**config.mk**
```make
export PLATFORM = sky130hd
export DESIGN_NAME = regfile_scoreboard_flat
export DESIGN_NICKNAME = d
export VERILOG_FILES = /design/src/rtl/regfile_scoreboard_if.sv /design/src/rtl/regfile_scoreboard.sv /design/src/flat_wrapper.sv
export SDC_FILE = /design/constraint.sdc
export NUM_CORES = 2
export LEC_CHECK = 0
export BUFFER_PORTS_ARGS = -buffer_cell sky130_fd_sc_hd__buf_2
export CAP_MARGIN = 20
export CORE_MARGIN = 4
export CORE_UTILIZATION = 64
export DETAILED_ROUTE_END_ITERATION = 16
export MAX_ROUTING_LAYER = met4
export PLACE_DENSITY = 0.85
export SETUP_SLACK_MARGIN = 0.3
export SLEW_MARGIN = 20
export SYNTH_ARGS = -nofsm -noshare
export SYNTH_HDL_FRONTEND = slang
export SYNTH_SLANG_ARGS = --single-unit
```
**constraint.sdc**
```tcl
create_clock -name clk -period 3.5 [get_ports clk]
set_input_delay 0.35 -clock clk [delete_from_list [all_inputs] [get_ports clk]]
set_output_delay 0.35 -clock clk [all_outputs]
set_load 0.02 [all_outputs]
```
**src/rtl/regfile_scoreboard_if.sv**
```systemverilog
// regfile_scoreboard_if: bundle of ID reads (src/reg/hazard), ID issue, WB write, flush and sticky error; master=pipeline, slave=regfile
interface regfile_scoreboard_if #(parameter int DATA_W = 32, parameter int ADDR_W = 5);
  logic [ADDR_W-1:0] src1, src2, issue_dest, wb_dest;
  logic [DATA_W-1:0] reg1, reg2, wb_value;
  logic issue_en, wb_en, sb_clear, hazard1, hazard2, sb_err;
  modport master(
    output src1, src2, issue_en, issue_dest, wb_en, wb_dest, wb_value, sb_clear,
    input reg1, reg2, hazard1, hazard2, sb_err
  );
  modport slave(
    input src1, src2, issue_en, issue_dest, wb_en, wb_dest, wb_value, sb_clear,
    output reg1, reg2, hazard1, hazard2, sb_err
  );
endinterface

```
**src/rtl/regfile_scoreboard.sv**
```systemverilog
// regfile_scoreboard: 2-read/1-write register file with write-through bypass and per-register pending-write counters (ports: clk, rst async active-low, bus slave)
module regfile_scoreboard #(
  parameter int DATA_W = 32,
  parameter int ADDR_W = 5,
  parameter int NREG = 32,
  parameter int CNT_W = 2
) (
  input logic clk,
  input logic rst,
  regfile_scoreboard_if.slave bus
);
  logic [DATA_W-1:0] mem [NREG];
  logic [CNT_W-1:0] pend [NREG];
  logic [NREG-1:0] inc, dec, ovf, unf;
  logic sb_err_q, dec1, dec2;
  always_comb begin
    inc = '0;
    dec = '0;
    ovf = '0;
    unf = '0;
    for (int i = 1; i < NREG; i++) begin
      inc[i] = bus.issue_en && bus.issue_dest == ADDR_W'(i);
      dec[i] = bus.wb_en && bus.wb_dest == ADDR_W'(i);
      ovf[i] = inc[i] && !dec[i] && pend[i] == '1;
      unf[i] = dec[i] && !inc[i] && pend[i] == '0;
    end
  end
  always_ff @(posedge clk or negedge rst) begin
    if (!rst) begin
      for (int i = 0; i < NREG; i++) begin
        mem[i] <= '0;
        pend[i] <= '0;
      end
      sb_err_q <= 1'b0;
    end else begin
      if (bus.wb_en && bus.wb_dest != '0) mem[bus.wb_dest] <= bus.wb_value;
      for (int i = 1; i < NREG; i++)
        pend[i] <= bus.sb_clear ? '0 :
                   (inc[i] && !dec[i] && !ovf[i]) ? pend[i] + 1'b1 :
                   (dec[i] && !inc[i] && !unf[i]) ? pend[i] - 1'b1 : pend[i];
      if (|(ovf | unf)) sb_err_q <= 1'b1;
    end
  end
  // a retiring write this cycle is forwarded by the bypass, so it no longer counts as pending
  assign dec1 = bus.wb_en && bus.wb_dest == bus.src1;
  assign dec2 = bus.wb_en && bus.wb_dest == bus.src2;
  assign bus.reg1 = (!rst || bus.src1 == '0) ? '0 : dec1 ? bus.wb_value : mem[bus.src1];
  assign bus.reg2 = (!rst || bus.src2 == '0) ? '0 : dec2 ? bus.wb_value : mem[bus.src2];
  assign bus.hazard1 = rst && bus.src1 != '0 && pend[bus.src1] > CNT_W'(dec1);
  assign bus.hazard2 = rst && bus.src2 != '0 && pend[bus.src2] > CNT_W'(dec2);
  assign bus.sb_err = sb_err_q;
endmodule

```
**src/flat_wrapper.sv**
```systemverilog
// flat-port wrapper written by rule: the top's interface ports become plain ports
module regfile_scoreboard_flat 
#(
  parameter int DATA_W = 32,
  parameter int ADDR_W = 5,
  parameter int NREG = 32,
  parameter int CNT_W = 2
)
  (clk, rst, bus_src1, bus_src2, bus_issue_en, bus_issue_dest, bus_wb_en, bus_wb_dest, bus_wb_value, bus_sb_clear, bus_reg1, bus_reg2, bus_hazard1, bus_hazard2, bus_sb_err);
  regfile_scoreboard_if #(.DATA_W(DATA_W), .ADDR_W(ADDR_W)) bus_i ();
  input logic clk;
  input logic rst;
  input wire logic [$bits(bus_i.src1)-1:0] bus_src1;
  input wire logic [$bits(bus_i.src2)-1:0] bus_src2;
  input wire logic [$bits(bus_i.issue_en)-1:0] bus_issue_en;
  input wire logic [$bits(bus_i.issue_dest)-1:0] bus_issue_dest;
  input wire logic [$bits(bus_i.wb_en)-1:0] bus_wb_en;
  input wire logic [$bits(bus_i.wb_dest)-1:0] bus_wb_dest;
  input wire logic [$bits(bus_i.wb_value)-1:0] bus_wb_value;
  input wire logic [$bits(bus_i.sb_clear)-1:0] bus_sb_clear;
  output wire logic [$bits(bus_i.reg1)-1:0] bus_reg1;
  output wire logic [$bits(bus_i.reg2)-1:0] bus_reg2;
  output wire logic [$bits(bus_i.hazard1)-1:0] bus_hazard1;
  output wire logic [$bits(bus_i.hazard2)-1:0] bus_hazard2;
  output wire logic [$bits(bus_i.sb_err)-1:0] bus_sb_err;
  assign bus_i.src1 = bus_src1;
  assign bus_i.src2 = bus_src2;
  assign bus_i.issue_en = bus_issue_en;
  assign bus_i.issue_dest = bus_issue_dest;
  assign bus_i.wb_en = bus_wb_en;
  assign bus_i.wb_dest = bus_wb_dest;
  assign bus_i.wb_value = bus_wb_value;
  assign bus_i.sb_clear = bus_sb_clear;
  assign bus_reg1 = bus_i.reg1;
  assign bus_reg2 = bus_i.reg2;
  assign bus_hazard1 = bus_i.hazard1;
  assign bus_hazard2 = bus_i.hazard2;
  assign bus_sb_err = bus_i.sb_err;
  regfile_scoreboard #(.DATA_W(DATA_W), .ADDR_W(ADDR_W), .NREG(NREG), .CNT_W(CNT_W)) u_core (.clk(clk), .rst(rst), .bus(bus_i));
endmodule
```
==> reports/metrics.csv <==
metric;value;unit
cts_tree;yes;
rows;113;
reg2reg_slack;1380;ps
use_met2;61.93;%
overflow;0;
grt_antenna_before_repair;16;
grt_pass1_vias;54436;
crit_type;reg -> out;
max_freq;0.2663;GHz
grt_max_degree;169;
violations;negative setup slack;
syn_avg_cell_area;10.43;um2
worstMarginPinSlew;1130;ps
route.vias.total;55193;
synth_cell_types;77;
hold_viol;0;
postRouteWirelength;233500;um
crit_arrival;3410;ps
critical_path_required;3150;ps
io_buffers;123;
cts.htree.levels;3;
synth_flop_cell;dfrtp_1;
hp-start;bus_wb_value[24];
place.gp.congestion;0.9899;
max_cap_viol_count;0;
antenna_left;0;
rsz0062_at_grt;true;
most-common-layout-cells;1,594 x nand2_1, 1,075 x dfrtp_1, 605 x mux2_2;
fin_ws;-255.2;ps
area_growth;11.50;%
peakVddDrop;0.0005524;V
setup_viol;2;
synth_top_area_share;44.26;%
nFillCells;5846;
maxSlewHeadroom;24.47;%
synth_nets;5954;
synth_edf_count;0;
clk_pin_slew;60;ps
synth_area_leaders;dfrtp_1 44%, mux4_2 11%, mux2_2 11%;
final_common_cell;nand2_1;
cts_root_buf;clkbuf_16;
async_reset_ff_share;100.0;%
post_synth_inst_count;5895;
seq_area;27220;um2
worstHoldPathCells;3;
first_pass_iters;9;
startpoint_type;register;
min_period;3755;ps
cts.path.max_buffers;3;
yosys.area.top_type;dfrtp_1;
drt_iter0_drc;10331;
power;37.09;mW
min_to;u_core.mem[408];
final_nets;5879;
worstSkewPairLatency;720;ps
avgRoutedWirePerCell;32.46;um
cts.sinks;1087;
dp_hpwl;128100;um
die_h;317.9;um
status;finished with violations;
crit_path_max_fanout;3;
dieArea;101100;um2
grt_pass1_wl;337700;um
hp-class;in -> reg;
slew_viol_final;0;
start_util;64.59;%
syn_area;61460;um2
rr_startpoint;u_core.pend[18];
post_dp_cell_area;63720;um2
drive_gt1_share;26.37;%
clock_skew;18.87;ps
power.density;541.2;nW/um2
core_area;95150;um2
cts_buffers;109;
use_met3;17.23;%
ys_warn_count;2;
post-route-util;72.02;%
avgViaCountPerCell;7.672;
end_kind;primary output;
placed_cells;6930;
rr_endpoint;u_core.bus.sb_err;
final_area;68530;um2
die_w;317.9;um
ys_seq_elements;1087;
final_cells;7194;
fin_setup_tns;-464.5;ps
grt_use_met1;54.06;%
drc_errors;0;
multi_input_area;32190;um2
min_period_over_period;107.3;%
ff2ff_path_depth;7;
leakage;31.93;nW
yosysSeqAreaShare;44.26;%
io_pins;124;
top_usage_layer;met2;
globalRouteTotalUtil;45.47;%
## flip-flops by register name, indices dropped and copies added (netlist names)
signal and count:
u_core.mem 1024, u_core.pend 62, u_core.bus.sb_err 1
## layer usage
| metal | share of wire (%) | wire length [um] | vias to the layer above |
|---|---|---|---|
| li1 | - | - | 21003 |
| met1 | 32 | 74000 | 26595 |
| met2 | 41 | 96600 | 5687 |
| met3 | 17 | 39550 | 1908 |
| met4 | 10 | 23380 | 0 |
| met5 | 0 | 0 | - |
## how the worst max path moves through the flow
stage                    startpoint            to  slack, ps  cells after the start
finish              u_core.pend[36]   bus_hazard1       -260                      9
global route        u_core.pend[10]   bus_hazard1       -270                      9
CTS                 u_core.pend[34]   bus_hazard1       -200                      9
detailed placement      bus_src1[0]  bus_reg1[20]        210                     12
global placement        bus_src2[1]   bus_hazard2        210                     11
floorplan               bus_src2[0]   bus_hazard2        420                     12
## critical path, stage by stage (launching register included)
cell and delay, ps:
dfrtp_1 450, mux4_2 470, mux4_2 510, mux2i_2 210, ha_1 280, o21ai_2 120
a21oi_1 50, a31oi_1 140, o31a_1 280, buf_6 160
## where the power goes
group	switching, mW	internal (mW)	total, mW
Sequential	1.88	14.8	16.6
Combinational	3.92	3.70	7.63
Clock	5.34	7.48	12.8
## final cells by class
| type | instances | area share, % |
|---|---|---|
| Multi-Input combinational cell | 4244 | 46.97 |
| Sequential cell | 1087 | 39.71 |
| Timing Repair Buffer | 376 | 5.277 |
| Clock buffer | 156 | 4.694 |
| Tap cell | 1265 | 2.310 |
| Clock inverter | 44 | 0.9476 |
| Antenna cell | 20 | 0.07303 |
| Inverter | 2 | 0.01095 |
## synth_stat cells (9+ instances only)
master / n
mux4_2: 305
buf_1: 14
mux2_2: 605
and3_1: 15
a221oi_1: 119
clkbuf_1: 389
o221ai_1: 54
o21ai_0: 181
mux2i_1: 362
and2_1: 14
nand2_1: 1620
nor3_1: 29
a22oi_1: 137
o21a_1: 58
or4_1: 9
nor2_1: 235
a2bb2oi_1: 53
dfrtp_1: 1087
a21oi_1: 241
nand2b_1: 19
nor4_1: 12
nand4_1: 14
a221o_1: 12
buf_2: 137
buf_4: 20
nor2b_1: 12
## cells by family after synthesis
group	share of synthesized area, %
mux	28.16
flops	44.26
simple gates	13.32
xor+xnor	0.1425
fa+ha+maj	0.04071
buf+inv	3.870
compound gates	10.22
## per-stage QoR
step	hold WS, ps	setup slack (ps)
2_1_floorplan	54.41	416.2
3_3_place_gp	381.4	211.5
3_5_place_dp	385.6	206.4
4_1_cts	37.95	-201.2
5_1_grt	52.32	-272.9
6_report	35.88	-255.2
## timing repair
item | in CTS | in global routing
setup endpoints to repair | 11 | 49
pin swaps | 7 | 6
setup buffers | 11 | 17
gates resized for setup | 33 | 37
hold buffers | 2 | 0
cloned | 3 | 10
endpoints found under the hold margin | 285 | 0
No activity file was read; power rests on OpenSTA's default activity.
